## config.mk

```make
export PLATFORM = sky130hd
export DESIGN_NAME = fp_addsub_arbiter
export DESIGN_NICKNAME = d
export VERILOG_FILES = /design/src/rtl/fp_addsub_arbiter.sv
export SDC_FILE = /design/constraint.sdc
export NUM_CORES = 1
export LEC_CHECK = 0
export ABC_AREA = 1
export BUFFER_PORTS_ARGS = -buffer_cell sky130_fd_sc_hd__buf_2
export CAP_MARGIN = 20
export CORE_AREA = 2 2 118 120
export DETAILED_ROUTE_END_ITERATION = 8
export DIE_AREA = 0 0 120 122
export PLACE_DENSITY = 0.83
export RECOVER_POWER = 100
export REMOVE_ABC_BUFFERS = 1
export SYNTH_ARGS = -nofsm -noshare
export SYNTH_HDL_FRONTEND = slang
export SYNTH_SLANG_ARGS = --single-unit
```

## constraint.sdc

```tcl
create_clock -name clk -period 1.49 [get_ports clk]
set_input_delay 0.2235 -clock clk [delete_from_list [all_inputs] [get_ports clk]]
set_output_delay 0.2235 -clock clk [all_outputs]
set_load 0.005 [all_outputs]
```

## src/rtl/fp_addsub_arbiter.sv

```systemverilog
// Round-robin arbiter feeding a shared fixed-latency FP add/sub datapath.
// Each issued operation carries a requester tag so its result is returned to that port only.
module fp_addsub_arbiter #(
  parameter int LAT = 3
) (
  input  logic        clk,
  input  logic        rst_n,
  input  logic        hold,
  input  logic        req0_valid,
  output logic        req0_ready,
  input  logic [31:0] req0_a,
  input  logic [31:0] req0_b,
  input  logic        req0_sub,
  input  logic        req1_valid,
  output logic        req1_ready,
  input  logic [31:0] req1_a,
  input  logic [31:0] req1_b,
  input  logic        req1_sub,
  output logic        rsp0_valid,
  output logic [31:0] rsp0_data,
  output logic        rsp1_valid,
  output logic [31:0] rsp1_data,
  output logic        fpu_issue,
  output logic [31:0] fpu_a,
  output logic [31:0] fpu_b,
  input  logic [31:0] fpu_c,
  output logic        busy
);

  logic           ptr_reg;
  logic           issue_id_reg;
  logic [LAT-1:0] tag_v_reg;
  logic [LAT-1:0] tag_id_reg;
  logic [LAT-1:0] tag_v_next;
  logic [LAT-1:0] tag_id_next;

  logic        grant;
  logic        grant_id;
  logic [31:0] sel_a;
  logic [31:0] sel_b;
  logic        sel_sub;
  logic        exit_v;
  logic        exit_id;

  // Readys are gated by rst_n so nothing is accepted while reset is held.
  assign req0_ready = rst_n & ~hold & req0_valid & (~ptr_reg | ~req1_valid);
  assign req1_ready = rst_n & ~hold & req1_valid & (ptr_reg | ~req0_valid);

  assign grant    = req0_ready | req1_ready;
  assign grant_id = req1_ready;
  assign sel_a    = grant_id ? req1_a   : req0_a;
  assign sel_b    = grant_id ? req1_b   : req0_b;
  assign sel_sub  = grant_id ? req1_sub : req0_sub;

  always_ff @(posedge clk or negedge rst_n) begin
    if (!rst_n) begin
      ptr_reg      <= 1'b0;
      fpu_issue    <= 1'b0;
      fpu_a        <= 32'd0;
      fpu_b        <= 32'd0;
      issue_id_reg <= 1'b0;
    end else begin
      fpu_issue <= grant;
      if (grant) begin
        ptr_reg      <= ~grant_id;
        fpu_a        <= sel_a;
        fpu_b        <= {sel_b[31] ^ sel_sub, sel_b[30:0]};
        issue_id_reg <= grant_id;
      end
    end
  end

  // Stage 0 follows the issue register, so the last stage lines up with fpu_c.
  genvar gi;
  generate
    for (gi = 0; gi < LAT; gi++) begin : g_tag
      if (gi == 0) begin : g_head
        assign tag_v_next[gi]  = fpu_issue;
        assign tag_id_next[gi] = issue_id_reg;
      end else begin : g_body
        assign tag_v_next[gi]  = tag_v_reg[gi-1];
        assign tag_id_next[gi] = tag_id_reg[gi-1];
      end
    end
  endgenerate

  always_ff @(posedge clk or negedge rst_n) begin
    if (!rst_n) begin
      tag_v_reg  <= '0;
      tag_id_reg <= '0;
    end else begin
      tag_v_reg  <= tag_v_next;
      tag_id_reg <= tag_id_next;
    end
  end

  assign exit_v  = tag_v_reg[LAT-1];
  assign exit_id = tag_id_reg[LAT-1];

  always_ff @(posedge clk or negedge rst_n) begin
    if (!rst_n) begin
      rsp0_valid <= 1'b0;
      rsp1_valid <= 1'b0;
      rsp0_data  <= 32'd0;
      rsp1_data  <= 32'd0;
    end else begin
      rsp0_valid <= exit_v & ~exit_id;
      rsp1_valid <= exit_v & exit_id;
      if (exit_v && !exit_id) rsp0_data <= fpu_c;
      if (exit_v && exit_id)  rsp1_data <= fpu_c;
    end
  end

  assign busy = fpu_issue | (|tag_v_reg) | rsp0_valid | rsp1_valid;

endmodule

```

==> results of run 1 <==
==> power breakdown <==
part           leakage (nW)  switching [mW]  internal (mW)
sequential             1.71           0.725           4.96
combinational          2.85            1.68           1.75
clock                 0.295            1.75           2.58
==> synth_stat cells <==
library cell,count,area share
inv_1,37,0.025
nand3_1,67,0.060
clkbuf_1,11,0.0074
nor4_1,1,0.0011
o21ai_0,65,0.058
nor2_1,3,0.0020
dfrtp_1,139,0.62
xnor2_1,2,0.0031
nor2_2,1,0.0011
buf_1,1,0.00067
inv_2,2,0.0013
buf_2,9,0.0081
buf_6,12,0.024
nor2_4,2,0.0040
nand2_1,266,0.18
nor2_8,1,0.0036
==> area by class of cell <==
| cell class | count | area, sq um |
|---|---|---|
| Fill cell | 1050 | 4760 |
| Sequential cell | 139 | 3480 |
| Multi-Input combinational cell | 408 | 2170 |
| Timing Repair Buffer | 340 | 2100 |
| Clock buffer | 18 | 439 |
| Tap cell | 180 | 225 |
| Clock inverter | 14 | 175 |
| Inverter | 39 | 146 |
| Antenna cell | 2 | 5.00 |
==> through the flow <==
step	hold slack [ps]	TNS [ps]	instance area (sq um)	std cells	setup slack [ps]
floorplan	-72.1	-28950	5370	586	-412
global placement	331	0	7260	1078	111
detailed placement	335	0	7260	1078	88.0
CTS	3.85	-2840	8030	1123	-117
global route	20.6	-2070	8740	1139	-123
finish	15.9	-143	8750	1140	-42.2
==> logic make-up (layout without fill, tap and decap cells) <==
group / count (synthesis) / in the layout / share of synthesized area
xor gates and xnor gates: 2 / 2 / 0.00313
AOI/OAI and AO/OA: 65 / 65 / 0.0582
and+or+nand+nor: 341 / 341 / 0.250
buffers and inverters: 72 / 411 / 0.0664
DFF: 139 / 139 / 0.622
other: 0 / 2 / 0
==> layer usage <==
| layer | global-route usage | wire length (um) | part of all wire | up-vias |
|---|---|---|---|---|
| met5 | 0 | 13 | 0.00072 | - |
| met4 | 0.0801 | 341 | 0.019 | 2 |
| met3 | 0.0758 | 1700 | 0.094 | 28 |
| met2 | 0.359 | 8790 | 0.49 | 277 |
| met1 | 0.274 | 7130 | 0.40 | 2613 |
| li1 | - | - | - | 2609 |
==> worst min-delay path by stage <==
stage | startpoint | endpoint
global route | req1_b[5] | fpu_b[5]
detailed placement | tag_id_reg[1] | tag_id_reg[2]
finish | rst_n | fpu_a[17]
global placement | tag_id_reg[0] | tag_id_reg[1]
floorplan | rst_n | fpu_a[0]
CTS | req1_a[13] | fpu_a[13]
==> what timing repair did <==
item / 4_1_cts / 5_1_grt
setup buffers: 11 / 6
gates cloned: 2 / 9
endpoints found under the setup margin: 3 / 69
gates resized for setup: 4 / 119
pin swaps: 6 / 6
==> flow_metrics.py, run 1 <==
metrics = {
    "timing": {
        "slew_headroom": 0.406,
        "setup_viol": 12,
        "hold_violations": 0,
        "worst_pin_slew_ps": 891,
        "rsz0062_at_grt": "yes",
        "drv_slew": 0,
        "fmax_mhz": 653,
        "fin_crit_sh": 1.03,
        "fin_worst_skew_ps": 10.2,
        "layout_min_cycle_time_ps": 1530,
        "worst_slack_ps": -42.2,
    },
    "grt": {
        "grt_antenna_before_repair": 3,
        "grt_pass1_wl_mm": 25.2,
        "grt_max_degree": 74,
        "grtUsageTotal": 0.221,
        "globalRoute.totalOverflow": 0,
        "grt_pass1_vias": 5105,
    },
    "routing": {
        "drc": 0,
        "drtIter0Drc": 453,
        "routed_wire_length_per_instance_um": 15.8,
        "firstDrtPassIters": 5,
        "drt-total-wl_mm": 18.0,
        "via_per_inst": 4.85,
        "ant_nets": 0,
        "vias": 5529,
    },
    "critical_path": {
        "critPathRequiredTime_ps": 1800,
        "max_stage_delay_ps": 370,
        "path_delay_family": "buffers and inverters",
        "rr_worst_depth": 11,
        "path_depth": 11,
        "r2r_end": "fpu_b[31]",
        "cp-endpoint": "fpu_b[31]",
        "crit_slowest_cell": "dfrtp_1",
        "rr_startpoint": "ptr_reg",
        "cp_cell_sequence": "nand2_2, buf_4, buf_4, buf_4, buf_4, buf_4, buf_4, nand3_4, nand2_2, nand3_2, nand2_1",
        "cp_max_fo": 3,
        "regToRegSetupSlack_ps": -40,
        "startpoint": "ptr_reg",
        "critPathKind": "register to register",
        "cp_common_cell": "buf_4",
        "end_kind": "register",
        "critPathArrivalTime_ps": 1840,
        "start_kind": "register",
        "path_buf_inv": 6,
    },
    "clock_network": {
        "cts_root_buf": "clkbuf_16",
        "clk_pin_slew_ps": 60,
        "ctsLongestPathBuffers": 2,
        "cts_max_level": 4,
        "cts_inserted_buffers": 17,
        "cts_hold_buf": 0,
        "insertion_delay_ps": 410,
        "tritoncts": "done",
        "cts_sinks": 139,
    },
    "synth": {
        "ys_seq_area_frac": 0.622,
        "synth_area_sq_um": 5590,
        "synth.distinct_cells": 16,
        "synth.avg_cell_area_sq_um": 9.04,
        "synth_cells": 619,
        "ys_ff_latch": 139,
        "yosysWarnings": 0,
    },
    "run_status": {
        "failed_checks": "negative setup slack",
        "status": "finished with violations",
    },
    "die": {
        "rows": 43,
        "core-area_sq_um": 13500,
        "start_util": 0.414,
        "dieHeight_um": 122,
        "die-width_um": 120,
        "pin_count": 301,
        "dieArea_sq_um": 14600,
    },
    "worst_hold_path": {
        "worstHoldPathType": "input port to asynchronous set/reset pin",
    },
    "final_layout": {
        "area_growth_pct": 56.4,
        "nets": 1112,
        "layout_common_cells": "298 x buf_2, 219 x nand2_1, 139 x dfrtp_1, 64 x o21ai_0, 41 x nand3_2",
        "fin_util": 0.648,
        "final_layout_size_suffix_gt1_frac": 0.489,
        "final_common_cell": "buf_2",
    },
    "power": {
        "ir_worst_vdd_mv": 0.678,
        "p_total_mw": 13.4,
        "power_density_nw_per_um2": 1540,
        "leakage_nw": 4.85,
    },
    "placed_design": {
        "place.gp.congestion": 0.795,
        "portBuffers": 300,
        "hpwl_mm": 11.2,
    },
    "job": {
        "drv_cap": 0,
    },
}
Power figures use the tool's default switching activity.
==> run 2, diff against run 1 <==
--- a/config.mk
+++ b/config.mk
@@ -14,6 +14,7 @@
 export PLACE_DENSITY = 0.83
 export RECOVER_POWER = 100
 export REMOVE_ABC_BUFFERS = 1
+export SKIP_LAST_GASP = 1
 export SYNTH_ARGS = -nofsm -noshare
 export SYNTH_HDL_FRONTEND = slang
 export SYNTH_SLANG_ARGS = --single-unit
==> flow_metrics.py, run 2 (same netlist as run 1, synthesis figures left out) <==
metrics = {
    "run_status": {
        "failed_checks": "negative setup slack",
        "status": "finished with violations",
    },
    "critical_path": {
        "critPathArrivalTime_ps": 1840,
        "start_kind": "register",
        "cp_max_fo": 3,
        "end_kind": "register",
        "critPathKind": "register to register",
        "cp_common_cell": "buf_4",
        "cp_cell_sequence": "nand2_2, buf_4, buf_4, buf_4, buf_4, buf_4, buf_4, nand3_4, nand2_2, nand3_2, nand2_1",
        "path_depth": 11,
        "path_buf_inv": 6,
        "rr_startpoint": "ptr_reg",
        "cp-endpoint": "fpu_b[31]",
        "r2r_end": "fpu_b[31]",
        "crit_slowest_cell": "dfrtp_1",
        "critPathRequiredTime_ps": 1790,
        "regToRegSetupSlack_ps": -40,
        "path_delay_family": "buffers and inverters",
        "max_stage_delay_ps": 370,
        "startpoint": "ptr_reg",
        "rr_worst_depth": 11,
    },
    "placed_design": {
        "detailedPlace.worstSlack_ps": 88.0,
        "place_area_sq_um": 7260,
        "place.gp.congestion": 0.795,
        "dp_cells": 1078,
        "portBuffers": 300,
        "hpwl_mm": 11.2,
    },
    "timing": {
        "fin_crit_sh": 1.03,
        "fin_worst_skew_ps": 9.43,
        "layout_min_cycle_time_ps": 1530,
        "worst_pin_slew_ps": 887,
        "worst_slack_ps": -44.6,
        "fmax_mhz": 652,
        "setup_viol": 25,
        "slew_headroom": 0.409,
        "hold_violations": 0,
        "drv_slew": 0,
        "rsz0062_at_grt": "yes",
    },
    "job": {
        "drv_cap": 0,
    },
    "final_layout": {
        "nets": 1113,
        "fillers": 1042,
        "layout_common_cells": "298 x buf_2, 220 x nand2_1, 139 x dfrtp_1, 64 x o21ai_0",
        "design_area_sq_um": 8840,
        "area_growth_pct": 58.1,
        "fin_util": 0.655,
        "final_common_cell": "buf_2",
        "final_layout_size_suffix_gt1_frac": 0.484,
        "stdcell_count": 1142,
    },
    "die": {
        "dieArea_sq_um": 14600,
        "dieHeight_um": 122,
        "pin_count": 301,
        "rows": 43,
        "die-width_um": 120,
        "start_util": 0.414,
        "core-area_sq_um": 13500,
    },
    "routing": {
        "drt-total-wl_mm": 18.3,
        "drtIter0Drc": 440,
        "firstDrtPassIters": 5,
        "vias": 5567,
        "via_per_inst": 4.87,
        "drc": 0,
        "ant_nets": 0,
        "routed_wire_length_per_instance_um": 16.1,
    },
    "clock_network": {
        "cts_sinks": 139,
        "insertion_delay_ps": 410,
        "cts_max_level": 4,
        "tritoncts": "done",
        "cts_inserted_buffers": 17,
        "cts_root_buf": "clkbuf_16",
        "ctsLongestPathBuffers": 2,
        "clk_pin_slew_ps": 60,
    },
    "grt": {
        "grt_pass1_wl_mm": 25.2,
        "grt_antenna_before_repair": 3,
        "grt_max_degree": 74,
        "globalRoute.totalOverflow": 0,
        "grt_pass1_vias": 5111,
        "grtUsageTotal": 0.221,
    },
    "power": {
        "ir_worst_vdd_mv": 0.688,
        "power_density_nw_per_um2": 1530,
        "leakage_nw": 4.89,
    },
    "worst_hold_path": {
        "worstHoldPathType": "input port to asynchronous set/reset pin",
    },
}
run 2: cell count changes in the layout (fill, tap and decap cells not counted), sizes merged:
cell    delta
clkbuf     +1
diode      +1
run 2: timing repair:
item	in CTS	in global routing
resized for setup	2	134
cloned	2	10
setup buffers	11	6
hold buffers	0	0
pin swaps	6	6
endpoints found under the setup margin	3	69
run 2: area by class of cell:
cell class | count | area, sq um | area share
Clock inverter | 14 | 175 | 0.0198
Timing Repair Buffer | 341 | 2140 | 0.242
Antenna cell | 3 | 7.51 | 0.000849
Inverter | 39 | 146 | 0.0166
Multi-Input combinational cell | 408 | 2230 | 0.253
Clock buffer | 18 | 439 | 0.0497
Sequential cell | 139 | 3480 | 0.393
Tap cell | 180 | 225 | 0.0255
run 2: worst register-to-register path: stages (launching register included):
cell and delay (ps):
dfrtp_1 370, nand2_2 70, buf_4 130, buf_4 120
buf_4 120, buf_4 120, buf_4 120, buf_4 130
nand3_4 80, nand2_2 60, nand3_2 60, nand2_1 40
run 2: stage by stage:
| step | power (mW) | TNS [ps] | hold WS [ps] |
|---|---|---|---|
| floorplan | 6.74 | -28950 | -72.1 |
| global placement | 8.48 | 0 | 331 |
| detailed placement | 8.60 | 0 | 335 |
| CTS | 13.0 | -5050 | 3.85 |
| global route | 14.4 | -2940 | 21.1 |
| finish | 13.5 | -383 | 17.5 |
run 2: worst min-delay path by stage:
stage | from | to | slack, ps
final | rst_n | fpu_a[12] | 20
after global routing | req1_b[5] | fpu_b[5] | 20
after CTS | req1_a[13] | fpu_a[13] | 4
after detailed placement | tag_id_reg[1] | tag_id_reg[2] | 330
after global placement | tag_id_reg[0] | tag_id_reg[1] | 330
after floorplan | rst_n | fpu_a[0] | -70
run 2: routing by layer:
layer  share of wire  track usage
met1            0.39        0.273
met2            0.49        0.359
met3           0.097       0.0763
met4           0.026       0.0824
met5               0            0
run 2: power breakdown:
group | internal (mW) | switching [mW] | leakage, nW | total [mW]
combinational | 1.79 | 1.70 | 2.89 | 3.49
sequential | 4.96 | 0.764 | 1.71 | 5.72
clock | 2.58 | 1.75 | 0.295 | 4.33
total | 9.32 | 4.21 | 4.89 | 13.5
==> run 3, diff against run 2 <==
--- a/config.mk
+++ b/config.mk
@@ -8,13 +8,14 @@
 export ABC_AREA = 1
 export BUFFER_PORTS_ARGS = -buffer_cell sky130_fd_sc_hd__buf_2
 export CAP_MARGIN = 20
-export CORE_AREA = 2 2 118 120
+export CORE_MARGIN = 3
+export CORE_UTILIZATION = 45
 export DETAILED_ROUTE_END_ITERATION = 8
-export DIE_AREA = 0 0 120 122
-export PLACE_DENSITY = 0.83
+export PLACE_DENSITY = 0.87
 export RECOVER_POWER = 100
 export REMOVE_ABC_BUFFERS = 1
 export SKIP_LAST_GASP = 1
+export SLEW_MARGIN = 20
 export SYNTH_ARGS = -nofsm -noshare
 export SYNTH_HDL_FRONTEND = slang
 export SYNTH_SLANG_ARGS = --single-unit
==> flow_metrics.py, run 3 (same netlist as run 1, synthesis figures left out) <==
metrics = {
    "run_status": {
        "status": "finished with violations",
        "failed_checks": "negative setup slack",
    },
    "worst_hold_path": {
        "hold_end": "fpu_a[10]",
        "hold_start": "req0_a[10]",
        "worstHoldPathCells": 3,
        "worstHoldPathType": "input port to register",
    },
    "routing": {
        "vias": 5604,
        "firstDrtPassIters": 5,
        "routed_wire_length_per_instance_um": 16.4,
        "drtIter0Drc": 543,
        "ant_nets": 0,
        "drt-total-wl_mm": 18.4,
        "via_per_inst": 4.98,
        "drc": 0,
    },
    "clock_network": {
        "insertion_delay_ps": 420,
        "ctsLongestPathBuffers": 2,
        "clk_pin_slew_ps": 70,
        "cts_max_level": 4,
        "cts_root_buf": "clkbuf_16",
        "cts_sinks": 139,
        "cts_inserted_buffers": 17,
        "tritoncts": "done",
    },
    "placed_design": {
        "place.gp.congestion": 0.841,
        "detailedPlace.worstSlack_ps": 83.1,
        "hpwl_mm": 11.5,
        "dp_cells": 1064,
        "portBuffers": 300,
    },
    "timing": {
        "slew_headroom": 0.510,
        "fin_worst_skew_ps": 10.1,
        "fmax_mhz": 645,
        "rsz0062_at_grt": "yes",
        "fin_crit_sh": 1.04,
        "drv_slew": 0,
        "setup_viol": 43,
        "hold_violations": 0,
        "worst_slack_ps": -61.5,
        "layout_min_cycle_time_ps": 1550,
        "worst_pin_slew_ps": 735,
    },
    "critical_path": {
        "end_kind": "register",
        "critPathRequiredTime_ps": 1780,
        "r2r_end": "fpu_a[29]",
        "startpoint": "ptr_reg",
        "cp_max_fo": 7,
        "start_kind": "register",
        "critPathKind": "register to register",
        "rr_worst_depth": 10,
        "rr_startpoint": "ptr_reg",
        "critPathArrivalTime_ps": 1840,
        "regToRegSetupSlack_ps": -60,
    },
    "grt": {
        "grt_antenna_before_repair": 0,
        "grtUsageTotal": 0.246,
        "grt_pass1_vias": 5372,
        "globalRoute.totalOverflow": 0,
        "grt_pass1_wl_mm": 27.1,
        "grt_max_degree": 139,
    },
    "die": {
        "pin_count": 301,
        "core-area_sq_um": 12100,
        "dieArea_sq_um": 13800,
        "start_util": 0.464,
        "die-width_um": 117,
        "dieHeight_um": 117,
        "rows": 40,
    },
    "final_layout": {
        "nets": 1111,
        "num_antenna_cells": 0,
        "final_common_cell": "buf_2",
        "fillers": 862,
        "multi_input_area_sq_um": 1910,
        "final_layout_size_suffix_gt1_frac": 0.418,
        "layout_common_cells": "297 x buf_2, 251 x nand2_1, 139 x dfrtp_1, 65 x o21ai_0, 54 x nand3_1",
        "regArea_sq_um": 3480,
        "fin_util": 0.699,
        "stdcell_count": 1125,
        "area_growth_pct": 50.6,
    },
    "job": {
        "drv_cap": 0,
    },
    "power": {
        "ir_worst_vdd_mv": 0.788,
        "leakage_nw": 4.68,
        "power_density_nw_per_um2": 1570,
        "p_total_mw": 13.3,
    },
}
## run 3: cell count changes in the layout (fill, tap and decap cells not counted), sizes merged
cell | before | now
diode | 3 | 0
inv | 46 | 47
clkbuf | 25 | 21
bufbuf | 1 | 2
buf | 333 | 327
dlygate4sd3 | 0 | 6
## run 3: critical path: stages (launching register included)
cell and delay (ps):
dfrtp_1 420, nand2_2 90, nand2_2 60, nor2_4 130, buf_6 120, buf_8 110, nor2_8 40, buf_12 140
clkbuf_16 170, nand2_1 70, nand3_1 80
## run 3: layout make-up
cell class / instances / area share
timing repair buffer: 339 / 0.247
tap: 168 / 0.0249
sequential: 139 / 0.413
clock inverter: 15 / 0.0211
inverter: 39 / 0.0174
multi-input combinational: 408 / 0.226
clock buffer: 17 / 0.0505
## run 3: stage by stage
stage	hold WS [ps]	area (sq um)	setup TNS, ps
floorplan	-72.1	5370	-28950
global placement	12.9	7250	0
detailed placement	13.9	7250	0
CTS	0.817	8050	-3090
global route	18.3	8430	-3650
finish	23.1	8430	-893
## run 3: layer usage
layer,up-vias,track usage,share of wire
li1,2602,-,-
met1,2650,0.303,0.38
met2,314,0.407,0.50
met3,38,0.0721,0.093
met4,0,0.106,0.024
met5,-,0,0
## run 3: worst max-delay path by stage
stage / to / slack (ps) / depth (start not counted)
6_report: fpu_a[29] / -60 / 10
5_1_grt: fpu_b[16] / -100 / 10
4_1_cts: req0_ready / -100 / 5
3_5_place_dp: req0_ready / 80 / 5
3_3_place_gp: req0_ready / 100 / 5
2_1_floorplan: fpu_a[0] / -410 / 6
## run 3: power by group
group / internal [mW] / total (mW) / leakage, nW / switching (mW)
registers: 4.96 / 5.65 / 1.71 / 0.690
clock network: 2.53 / 4.30 / 0.293 / 1.77
logic: 1.63 / 3.31 / 2.68 / 1.68
## run 3: what timing repair did
action                                  4_1_cts  5_1_grt
pin swaps                                     4        5
hold buffers                                  6        0
cloned                                        3        6
endpoints found under the setup margin        3       67
hold endpoints to repair                    117        0
resized for setup                             2       45
setup buffers                                 4       10
